[config.mk]
export PLATFORM = sky130hd
export DESIGN_NAME = xgriscv_mem_arbiter
export DESIGN_NICKNAME = d
export VERILOG_FILES = /design/src/rtl/xgriscv_mem_arbiter_pkg.sv /design/src/rtl/xgriscv_mem_arbiter.sv
export SDC_FILE = /design/constraint.sdc
export NUM_CORES = 1
export LEC_CHECK = 0
export BUFFER_PORTS_ARGS = -buffer_cell sky130_fd_sc_hd__buf_2
export CAP_MARGIN = 30
export CORE_MARGIN = 2
export CORE_UTILIZATION = 41
export DETAILED_ROUTE_END_ITERATION = 7
export PLACE_DENSITY = 0.79
export SYNTH_ARGS = -nofsm -noshare
export SYNTH_HDL_FRONTEND = slang
export SYNTH_SLANG_ARGS = --single-unit
export TNS_END_PERCENT = 30
[constraint.sdc]
create_clock -name clk -period 8.7 [get_ports clk]
set_input_delay 0.435 -clock clk [delete_from_list [all_inputs] [get_ports clk]]
set_output_delay 0.435 -clock clk [all_outputs]
set_load 0.1 [all_outputs]
[src/rtl/xgriscv_mem_arbiter_pkg.sv]
// Shared types and constants for the instruction/data memory arbiter.
package xgriscv_mem_arbiter_pkg;

  typedef enum logic [1:0] {
    ArbIdle  = 2'd0,
    ArbIBusy = 2'd1,
    ArbDBusy = 2'd2
  } arb_state_e;

  localparam logic [3:0] AmpWord = 4'b1111;

  // Saturating increment of the consecutive-data-grant streak.
  function automatic int unsigned streak_next(input int unsigned cur, input int unsigned max);
    return (cur >= max) ? max : cur + 1;
  endfunction

endpackage

[src/rtl/xgriscv_mem_arbiter.sv]
// Arbitrates the CPU fetch and data ports onto one single-port memory, one transaction
// at a time; data has priority, bounded by a streak limit so fetch always progresses.
module xgriscv_mem_arbiter
  import xgriscv_mem_arbiter_pkg::*;
#(
  parameter int unsigned ADDR_SIZE   = 32,
  parameter int unsigned XLEN        = 32,
  parameter int unsigned DSTREAK_MAX = 4,
  parameter int unsigned STREAK_W    = 3
) (
  input  logic                 clk,
  input  logic                 reset,
  input  logic                 i_req,
  input  logic [ADDR_SIZE-1:0] i_addr,
  input  logic                 i_kill,
  output logic [XLEN-1:0]      i_rdata,
  output logic                 i_ready,
  input  logic                 d_req,
  input  logic                 d_we,
  input  logic [3:0]           d_amp,
  input  logic [ADDR_SIZE-1:0] d_addr,
  input  logic [XLEN-1:0]      d_wdata,
  output logic [XLEN-1:0]      d_rdata,
  output logic                 d_ready,
  output logic                 m_req,
  output logic                 m_we,
  output logic [3:0]           m_amp,
  output logic [ADDR_SIZE-1:0] m_addr,
  output logic [XLEN-1:0]      m_wdata,
  input  logic                 m_ack,
  input  logic [XLEN-1:0]      m_rdata
);

  arb_state_e           state_q, state_d;
  logic                 m_req_q, m_req_d;
  logic                 m_we_q, m_we_d;
  logic [3:0]           m_amp_q, m_amp_d;
  logic [ADDR_SIZE-1:0] m_addr_q, m_addr_d;
  logic [XLEN-1:0]      m_wdata_q, m_wdata_d;
  logic [XLEN-1:0]      i_rdata_q, i_rdata_d;
  logic [XLEN-1:0]      d_rdata_q, d_rdata_d;
  logic                 i_ready_q, i_ready_d;
  logic                 d_ready_q, d_ready_d;
  logic [STREAK_W-1:0]  streak_q, streak_d;
  logic                 kill_q, kill_d;

  logic i_req_ok;
  logic stale;
  logic streak_full;
  logic grant_d;

  assign i_req_ok    = i_req && !i_kill;
  // The ready cycle is dead: requests seen alongside a ready pulse are the old ones.
  assign stale       = i_ready_q || d_ready_q;
  assign streak_full = (streak_q == STREAK_W'(DSTREAK_MAX));
  assign grant_d     = d_req && !(i_req_ok && streak_full);

  always_comb begin
    state_d   = state_q;
    m_req_d   = m_req_q;
    m_we_d    = m_we_q;
    m_amp_d   = m_amp_q;
    m_addr_d  = m_addr_q;
    m_wdata_d = m_wdata_q;
    i_rdata_d = i_rdata_q;
    d_rdata_d = d_rdata_q;
    i_ready_d = 1'b0;
    d_ready_d = 1'b0;
    streak_d  = streak_q;
    kill_d    = kill_q;

    unique case (state_q)
      ArbIdle: begin
        kill_d = 1'b0;
        if (!d_req) begin
          streak_d = '0;
        end
        if (!stale) begin
          if (grant_d) begin
            state_d   = ArbDBusy;
            m_req_d   = 1'b1;
            m_we_d    = d_we;
            m_amp_d   = d_amp;
            m_addr_d  = d_addr;
            m_wdata_d = d_wdata;
            streak_d  = STREAK_W'(streak_next(32'(streak_q), DSTREAK_MAX));
          end else if (i_req_ok) begin
            state_d   = ArbIBusy;
            m_req_d   = 1'b1;
            m_we_d    = 1'b0;
            m_amp_d   = AmpWord;
            m_addr_d  = i_addr;
            m_wdata_d = '0;
            streak_d  = '0;
          end
        end
      end
      ArbIBusy: begin
        if (i_kill) begin
          kill_d = 1'b1;
        end
        if (m_ack) begin
          state_d = ArbIdle;
          m_req_d = 1'b0;
          kill_d  = 1'b0;
          // A redirect during the access discards the word without a ready pulse.
          if (!(kill_q || i_kill)) begin
            i_rdata_d = m_rdata;
            i_ready_d = 1'b1;
          end
        end
      end
      ArbDBusy: begin
        if (m_ack) begin
          state_d   = ArbIdle;
          m_req_d   = 1'b0;
          d_ready_d = 1'b1;
          if (!m_we_q) begin
            d_rdata_d = m_rdata;
          end
        end
      end
      default: begin
        state_d = ArbIdle;
        m_req_d = 1'b0;
      end
    endcase
  end

  always_ff @(posedge clk or posedge reset) begin
    if (reset) begin
      state_q   <= ArbIdle;
      m_req_q   <= 1'b0;
      m_we_q    <= 1'b0;
      m_amp_q   <= '0;
      m_addr_q  <= '0;
      m_wdata_q <= '0;
      i_rdata_q <= '0;
      d_rdata_q <= '0;
      i_ready_q <= 1'b0;
      d_ready_q <= 1'b0;
      streak_q  <= '0;
      kill_q    <= 1'b0;
    end else begin
      state_q   <= state_d;
      m_req_q   <= m_req_d;
      m_we_q    <= m_we_d;
      m_amp_q   <= m_amp_d;
      m_addr_q  <= m_addr_d;
      m_wdata_q <= m_wdata_d;
      i_rdata_q <= i_rdata_d;
      d_rdata_q <= d_rdata_d;
      i_ready_q <= i_ready_d;
      d_ready_q <= d_ready_d;
      streak_q  <= streak_d;
      kill_q    <= kill_d;
    end
  end

  assign m_req   = m_req_q;
  assign m_we    = m_we_q;
  assign m_amp   = m_amp_q;
  assign m_addr  = m_addr_q;
  assign m_wdata = m_wdata_q;
  assign i_rdata = i_rdata_q;
  assign i_ready = i_ready_q;
  assign d_rdata = d_rdata_q;
  assign d_ready = d_ready_q;

endmodule

==> results of run 1 <==
-- worst min path at each step --
stage | endpoint | slack [ps] | cells after the start
after floorplan | streak_q[1] | 500 | 1
after global placement | d_rdata[24] | 470 | 1
after detailed placement | d_rdata[24] | 480 | 1
after CTS | i_rdata[30] | 80 | 2
after global routing | d_rdata[30] | 100 | 2
final | d_rdata[31] | 60 | 2
-- state kept, by name, summed over array words and instances (netlist names) --
| name | cells |
|---|---|
| m_req | 1 |
| i_ready | 1 |
| m_amp | 4 |
| m_we | 1 |
| m_addr | 32 |
| m_wdata | 32 |
| state_q | 2 |
| kill_q | 1 |
| i_rdata | 32 |
| streak_q | 3 |
| d_ready | 1 |
| d_rdata | 32 |
-- cell families (layout without fill, tap and decap cells) --
kind of cell / after synthesis / count (layout) / synth area share [%]
AND/OR/NAND/NOR: 49 / 49 / 5.13
adder cells (fa/ha/maj): 5 / 5 / 1.03
buffers and inverters: 50 / 324 / 3.91
other: 0 / 1 / 0
flip-flops: 142 / 142 / 58.8
multiplexers: 65 / 65 / 12.1
AO/OA/AOI/OAI: 147 / 147 / 19.1
-- synthesized netlist by cell type --
library cell	n
inv_2	1
and4b_1	1
buf_4	1
a21o_1	1
o32ai_1	3
buf_6	4
or3b_1	1
o21ai_0	36
a2bb2oi_1	32
a21oi_4	1
a2111oi_1	1
a22o_1	35
nor2b_1	1
mux2_1	1
buf_2	12
nand2_1	3
or3_1	1
nor3_1	2
a221oi_1	32
nand2b_1	2
inv_1	6
and3_1	1
o22ai_1	1
a21oi_1	1
dfrtp_1	142
o22a_1	4
nor2_1	2
nor3_4	1
and2_1	33
ha_1	5
mux2_2	64
clkbuf_1	26
nand4b_1	1
-- layout make-up --
type                    count  area, um2  area share (%)
diodes                      1       2.50          0.0304
clock buffers              18        429            5.21
clock inverters            14        180            2.19
inverters                   7       31.3           0.380
multi-input cells         266       2260            27.4
flip-flops and latches    142       3550            43.2
well taps                 184        230            2.80
repair buffers            285       1550            18.8
-- per-stage QoR --
step	setup WS (ps)	hold WS (ps)	instance area [um2]	std cells	utilization [%]
2_1_floorplan	4460	500	6050	458	-
3_3_place_gp	5810	470	7490	879	51.7
3_5_place_dp	6150	475	7620	884	52.6
4_1_cts	6140	79.5	8230	916	56.8
5_1_grt	5990	103	8230	916	56.8
6_report	6140	63.7	8230	917	56.9
-- cell usage in the layout (no fill, tap or decap), types with 2 or more instances in the layout --
master | netlist | layout
nor2_1 | 2 | 2
a2bb2oi_1 | 32 | 32
dfrtp_1 | 142 | 142
nand2_1 | 3 | 3
bufinv_16 | 0 | 3
a22o_1 | 35 | 35
and2_1 | 33 | 33
clkinv_4 | 0 | 3
clkbuf_16 | 0 | 17
o22a_1 | 4 | 4
inv_6 | 0 | 5
nand2b_1 | 2 | 2
o21ai_0 | 36 | 36
ha_1 | 5 | 5
inv_1 | 6 | 5
buf_4 | 1 | 6
mux2_2 | 64 | 64
buf_2 | 12 | 274
buf_16 | 0 | 4
clkinv_2 | 0 | 2
a221oi_1 | 32 | 32
nor3_1 | 2 | 2
o32ai_1 | 3 | 3
-- metal layers --
layer | vias to the layer above | track usage [%] | share of wire, %
li1 | 2255 | - | -
met4 | 0 | 7.91 | 1.9
met3 | 22 | 7.57 | 8.9
met5 | - | 0 | 0
met1 | 2321 | 25.7 | 42
met2 | 223 | 32.7 | 47
==> impl_metrics.tcl, run 1 <==
set metrics [dict create \
    outcome "completed" \
    final_hold_viol_count 0 \
    fp.dieW_um 125 \
    fp-row-count 44 \
    postRouteAntennaNets 0 \
    synth.avg_cell_area_um2 13.2 \
    slowest_delay_ps 790 \
    wl_per_cell_um 17.6 \
    reg2reg_depth 6 \
    min_period_ps 2560 \
    cp-endpoint "m_addr[0]" \
    grt_max_degree 61 \
    cts_tree "yes" \
    setup_viol 0 \
    drtIter0Drc 243 \
    dr.pass1.iters 5 \
    crit_required_ps 9020 \
    start_kind "register" \
    path_buf_inv 2 \
    synth_fp_nets 602 \
    wl_um 16100 \
    postCtsHoldBufs 0 \
    clock_latency_ps 420 \
    io_pins 275 \
    area_growth_pct 36.1 \
    crit_family "compound AO/OA/AOI/OAI gates" \
    syn_area_um2 6050 \
    cts_setup_buffers 0 \
    synth-seq-cells 142 \
    r2r_start "state_q[0]" \
    synthCells 458 \
    port_buffers 274 \
    nFillCells 1197 \
    die-area_um2 15700 \
    tns_ps 0 \
    synth_top_area_cell "dfrtp_1" \
    rsz0062_at_grt "no" \
    hpwl_um 11400 \
    synth.top_cell.area_share_pct 58.8 \
    nNetsFinal 863 \
    ys_top_cells_by_area "dfrtp_1 59%, mux2_2 12%, a22o_1 5.1%" \
    cts_made_buffers 17 \
    finalCritPeriodShare_pct 29.4 \
    fmax_ghz 0.391 \
    cp_max_fo 37 \
    crit_slowest_cell "a21oi_4" \
    grt_pass1_wl_um 25700 \
    finalMaxSlewViolations 0 \
    critical_path_arrival_ps 2870 \
    drc_errors 0 \
    cap_violations 0 \
    ys_warn_count 0 \
    r2r_end "m_addr[0]" \
    die_height_um 125 \
    cp-startpoint "state_q[0]" \
    grtUsageTotal_pct 20.5 \
    cp.depth 6 \
    start_util_pct 41.8 \
    cts_htree_levels 4 \
    gr-total-overflow 0 \
    end_kind "register" \
    synth_cell_type_count 33 \
    drive_gt1_share_pct 52.5 \
    cts-root-buf "clkbuf_16" \
    path_cells "inv_1 > ha_1 > or3b_1 > buf_4 > a21oi_4 > a2bb2oi_1" \
    yosysSeqAreaShare_pct 58.8 \
    cts_max_path_buffers 2 \
    via_per_inst 5.26 \
    tightest_slew_ps 980 \
    core_um2 14500 \
    grt_pass1_vias 4994 \
    relSlewSlack_pct 34.5 \
    antenna_found_initial 0 \
    ctsResizeCount 0 \
    cts_sinks 142 \
    skew_ps 10.6 \
    clk_pin_slew_ps 60 \
    vias 4821 \
    hold_path.class "in -> async" \
    crit_type "reg -> reg" \
    routabilityCongestion 0.815 \
    reg2reg_slack_ps 6140 \
]
Power of run 1 is not shown: default switching activity piles up to over one toggle a cycle in this logic, so the estimate is an artifact.
==> run 2, diff against run 1 <==
--- a/config.mk
+++ b/config.mk
@@ -5,12 +5,13 @@
 export SDC_FILE = /design/constraint.sdc
 export NUM_CORES = 1
 export LEC_CHECK = 0
+export ABC_AREA = 1
 export BUFFER_PORTS_ARGS = -buffer_cell sky130_fd_sc_hd__buf_2
 export CAP_MARGIN = 30
 export CORE_MARGIN = 2
 export CORE_UTILIZATION = 41
 export DETAILED_ROUTE_END_ITERATION = 7
-export PLACE_DENSITY = 0.79
+export PLACE_DENSITY = 0.82
 export SYNTH_ARGS = -nofsm -noshare
 export SYNTH_HDL_FRONTEND = slang
 export SYNTH_SLANG_ARGS = --single-unit
==> constraint.sdc (replaced) <==
create_clock -name clk -period 2.15 [get_ports clk]
set_input_delay 0.1075 -clock clk [delete_from_list [all_inputs] [get_ports clk]]
set_output_delay 0.1075 -clock clk [all_outputs]
set_load 0.1 [all_outputs]
==> run 2 against run 1 <==
The run now ends with design-rule violations left. Via count grew 28%. Critical endpoint is now d_rdata[30]. Critical path type unchanged. Area after synthesis grew 0.93%. Largest cell class unchanged. Clock-buffer cell count grew 1. Non-clock buffer count grew 91. Global-route usage grew 2.9 points. Hold slack lost 41 ps. Flip-flop and latch count is the same. Maximum frequency grew 34%. Highest routed layer unchanged. Clock skew is essentially flat. Synthesized cell count grew 61%.
==> impl_metrics.tcl, run 2 <==
set metrics [dict create \
    synth_top_area_cell "dfrtp_1" \
    cp.depth 5 \
    critical_path_arrival_ps 2140 \
    setup_viol 0 \
    dr.pass1.iters 8 \
    crit_required_ps 2390 \
    cts_max_path_buffers 2 \
    fmax_ghz 0.525 \
    synth_fp_nets 882 \
    final_cell_mix "284 x nand2_1, 274 x buf_2, 142 x dfrtp_1" \
    relSlewSlack_pct 34.0 \
    die_height_um 126 \
    grt_pass1_vias 6384 \
    synth_most_common_cell "nand2_1" \
    grt_max_degree 143 \
    area_growth_pct 50.5 \
    yosysSeqAreaShare_pct 58.2 \
    routabilityCongestion 0.838 \
    hpwl_um 10900 \
    synthCells 738 \
    cts-root-buf "clkbuf_16" \
    cp-endpoint "d_rdata[30]" \
    hold_path.class "in -> reg" \
    cp-startpoint "state_q[0]" \
    port_buffers 274 \
    n_antenna_cell 0 \
    rsz0062_at_grt "no" \
    grtUsageTotal_pct 23.5 \
    reg2reg_depth 5 \
    synth.avg_cell_area_um2 8.27 \
    antenna_found_initial 0 \
    setup_ws_ps 245 \
    ys_warn_count 0 \
    synth_cell_type_count 20 \
    finalMaxSlewViolations 0 \
    final_common_cell "nand2_1" \
    tightest_slew_ps 990 \
    start_kind "register" \
    fp.dieW_um 126 \
    reg2reg_slack_ps 250 \
    skew_ps 10.5 \
    end_kind "register" \
    cap_violations 0 \
    cts_htree_levels 4 \
    grt_pass1_wl_um 30300 \
    yosys-top-cells-count "285 x nand2_1, 142 x dfrtp_1, 110 x inv_1, 70 x nand3_1, 68 x o21ai_0" \
    r2r_end "d_rdata[30]" \
    wl_per_cell_um 14.2 \
    core_um2 14500 \
    synth-edff-count 0 \
    ys_top_cells_by_area "dfrtp_1 58%, nand2_1 18%, inv_1 6.8%" \
    cts_tree "yes" \
    cp_max_fo 64 \
    cts_sinks 142 \
    min_period_ps 1900 \
    crit_type "reg -> reg" \
    fp-row-count 44 \
    cts_setup_buffers 0 \
    drtIter0Drc 340 \
    gr-total-overflow 0 \
    slowest_delay_ps 750 \
    path_cells "inv_1 > ha_1 > nand2_1 > or2_2 > o21ai_0" \
    drive_gt1_share_pct 29.1 \
    synth_ff_type "dfrtp_1" \
    path_buf_inv 1 \
    clock_latency_ps 410 \
    final_hold_viol_count 0 \
    syn_area_um2 6100 \
    drc_errors 2 \
    die-area_um2 15900 \
    async_flop_share_pct 100 \
    wl_um 18300 \
    crit_slowest_cell "or2_2" \
    postRouteAntennaNets 0 \
    nNetsFinal 1238 \
    dp_slack_ps 275 \
    tns_ps 0 \
    start_util_pct 42.0 \
    via_per_inst 4.79 \
    synth-seq-cells 142 \
    cts_made_buffers 17 \
    nFillCells 1148 \
    vias 6176 \
    outcome "finished, violations left" \
    crit_family "simple AND/OR/NAND/NOR gates" \
    io_pins 275 \
    synth.top_cell.area_share_pct 58.2 \
    violations "design-rule violations" \
    clk_pin_slew_ps 70 \
    finalCritPeriodShare_pct 88.6 \
    r2r_start "state_q[0]" \
]
-- run 2: cell types whose count changed after synthesis, sizes merged, moves of 35 or more --
cell,delta
o21ai,+36
inv,+105
a22o,-35
nand3,+70
mux2,-65
nand2,+284
-- run 2: cell type report --
type / instances / area (um2) / area share (%)
Clock buffer: 19 / 443 / 4.82
Clock inverter: 12 / 186 / 2.03
Inverter: 112 / 424 / 4.62
Multi-Input combinational cell: 445 / 1930 / 21.0
Sequential cell: 142 / 3550 / 38.7
Tap cell: 184 / 230 / 2.51
Timing Repair Buffer: 376 / 2420 / 26.4
-- run 2: metrics by stage --
step / hold slack (ps) / cell area [um2] / cells / utilization (%)
4_1_cts: 1.48 / 9190 / 1290 / 63.2
5_1_grt: 32.8 / 9190 / 1290 / 63.2
3_5_place_dp: 311 / 7610 / 1165 / 52.4
2_1_floorplan: 217 / 6110 / 738 / -
3_3_place_gp: 302 / 7610 / 1165 / 52.4
6_report: 22.3 / 9190 / 1290 / 63.2
-- run 2: how the worst min path moves through the flow --
| stage | depth (start not counted) | slack (ps) | from | end |
|---|---|---|---|---|
| 2_1_floorplan | 2 | 220 | d_wdata[0] | m_wdata[0] |
| 3_3_place_gp | 3 | 300 | d_wdata[9] | m_wdata[9] |
| 3_5_place_dp | 3 | 310 | d_wdata[5] | m_wdata[5] |
| 4_1_cts | 5 | 1 | i_addr[0] | m_addr[0] |
| 5_1_grt | 5 | 30 | d_addr[21] | m_addr[21] |
| 6_report | 5 | 20 | i_addr[22] | m_addr[22] |
-- run 2: cells by family after synthesis --
| logic type | Yosys count | synth area share [%] |
|---|---|---|
| DFF | 142 | 58.2 |
| adders and majority gates | 5 | 1.02 |
| AOI/OAI and AO/OA | 75 | 6.21 |
| and+or+nand+nor | 365 | 24.1 |
| buffers and inverters | 151 | 10.4 |
-- run 2: worst min-delay path, delay by kind of cell --
kind	cells	cell delay (ps)
simple gates	3	170
buf+inv	2	110
-- run 2: repair_timing --
| item | CTS | global route |
|---|---|---|
| gates resized for setup | 0 | 0 |
| endpoints found under the hold margin | 267 | 0 |
| hold buffers | 94 | 0 |
| setup endpoints to repair | 0 | 0 |
-- run 2: routing by layer --
layer	vias to the layer above	global-route usage, %	part of all wire, %
met3	66	6.67	8.2
met4	0	12.3	4.2
met5	-	0	0
met2	289	39.9	50
met1	2861	27.0	37
li1	2960	-	-
Power of run 2 is left out for the same reason.
==> run 3, diff against run 2 <==
--- a/config.mk
+++ b/config.mk
@@ -8,10 +8,11 @@
 export ABC_AREA = 1
 export BUFFER_PORTS_ARGS = -buffer_cell sky130_fd_sc_hd__buf_2
 export CAP_MARGIN = 30
+export CORE_ASPECT_RATIO = 1.25
 export CORE_MARGIN = 2
-export CORE_UTILIZATION = 41
+export CORE_UTILIZATION = 43
 export DETAILED_ROUTE_END_ITERATION = 7
-export PLACE_DENSITY = 0.82
+export PLACE_DENSITY = 0.85
 export SYNTH_ARGS = -nofsm -noshare
 export SYNTH_HDL_FRONTEND = slang
 export SYNTH_SLANG_ARGS = --single-unit
==> run 3 against run 2 <==
The flow now finishes without violations. Hold slack got worse by 11 ps. Critical path depth is 3 higher. Clock-buffer cell count increased by 1. Setup slack improved by 100 ps. Largest cell class unchanged. Critical endpoint is now m_addr[9]. Global-route usage increased by 0.62 points. Via count fell by 0.44%. Clock skew about the same. Flip-flop and latch count is the same. Final cell count is 0.85% lower. Maximum frequency rose by 5.5%.
==> impl_metrics.tcl, run 3 (same netlist as run 2, synthesis figures left out) <==
set metrics [dict create \
    outcome "completed" \
    final_hold_viol_count 0 \
    core_um2 13900 \
    cap_violations 0 \
    hpwl_um 11300 \
    drtIter0Drc 410 \
    cts_made_buffers 17 \
    final_common_cell "nand2_1" \
    drive_gt1_share_pct 29.8 \
    skew_ps 10.1 \
    cts_setup_buffers 0 \
    ctsResizeCount 0 \
    fin_util_pct 65.5 \
    fp.dieW_um 111 \
    path_buf_inv 3 \
    slowest_delay_ps 370 \
    nNetsFinal 1233 \
    wl_per_cell_um 14.6 \
    critical_path_arrival_ps 2150 \
    clk_pin_slew_ps 60 \
    vias 6149 \
    holdWs_ps 11.3 \
    wl_um 18700 \
    min_period_ps 1810 \
    cts-root-buf "clkbuf_16" \
    grt_pass1_wl_um 29400 \
    start_util_pct 44.0 \
    place_area_um2 7630 \
    end_kind "register" \
    grt_pass1_vias 6260 \
    via_per_inst 4.81 \
    area_growth_pct 49.0 \
    tns_ps 0 \
    start_kind "register" \
    dr.pass1.iters 5 \
    grtUsageTotal_pct 24.1 \
    postRouteAntennaNets 0 \
    cp_common_cell "nand2_1" \
    cp_max_fo 44 \
    path_cells "inv_1 > ha_1 > nand2_2 > a21oi_4 > inv_2 > buf_12 > nand2_1 > nand2_1" \
    setup_viol 0 \
    cts_tree "yes" \
    gr-total-overflow 0 \
    fmax_ghz 0.554 \
    cts_sinks 142 \
    finalCritPeriodShare_pct 84.0 \
    antenna_found_initial 0 \
    die-area_um2 15200 \
    drc_errors 0 \
    die_height_um 137 \
    cts_htree_levels 4 \
    final_cell_mix "284 x nand2_1, 274 x buf_2, 142 x dfrtp_1" \
    tightest_slew_ps 539 \
    fp-row-count 48 \
    finish.instance_area_um2 9090 \
    crit_type "reg -> reg" \
    finalMaxSlewViolations 0 \
    rsz0062_at_grt "no" \
    clock_latency_ps 410 \
    hold_path.class "in -> reg" \
    grt_max_degree 66 \
    relSlewSlack_pct 64.0 \
    crit_family "buffers and inverters" \
    crit_slowest_cell "dfrtp_1" \
    port_buffers 274 \
    crit_required_ps 2490 \
    routabilityCongestion 0.848 \
    io_pins 275 \
    cts_max_path_buffers 2 \
]
-- run 3: final cells by class --
type | instances | area [um2]
Multi-Input combinational cell | 445 | 1930
Sequential cell | 142 | 3550
Inverter | 112 | 424
Timing Repair Buffer | 371 | 2370
Antenna cell | 2 | 5.00
Clock inverter | 12 | 125
Tap cell | 175 | 219
Fill cell | 1071 | 4780
Clock buffer | 20 | 467
-- run 3: path summary, 6_finish.rpt --
check	depth (start not counted)	from	slack, ps	end
worst max-delay path	8	state_q[0]	340	m_addr[9]
worst min-delay path	5	i_addr[8]	10	m_addr[8]
worst max register to register	8	state_q[0]	340	m_addr[9]
worst min register to register	2	m_wdata[0]	470	m_wdata[0]
max in group asynchronous	4	reset	1160	streak_q[0]
min in group asynchronous	3	reset	300	i_rdata[25]
-- run 3: per-stage QoR --
| stage | cells | worst slack (ps) |
|---|---|---|
| global route | 1277 | 208 |
| global placement | 1159 | 387 |
| detailed placement | 1159 | 207 |
| CTS | 1276 | 175 |
| finish | 1279 | 345 |
| floorplan | 738 | 265 |
-- run 3: tightest hold or removal path: cells and delay by family --
family	cells	cell delay, ps
AND/OR/NAND/NOR	3	170
buffers and inverters	2	110
-- run 3: per-layer routing --
metal | vias up | wire length [um] | global-route usage, %
li1 | 2940 | - | -
met1 | 2852 | 7090 | 27.3
met2 | 289 | 9610 | 42.3
met3 | 68 | 1190 | 6.16
met4 | 0 | 761 | 12.8
met5 | - | 0 | 0
-- run 3: what timing repair did --
item | 4_1_cts | 5_1_grt
endpoints found under the setup margin | 0 | 0
hold buffers | 85 | 0
hold endpoints to repair | 128 | 0
Power of run 3 is left out for the same reason.
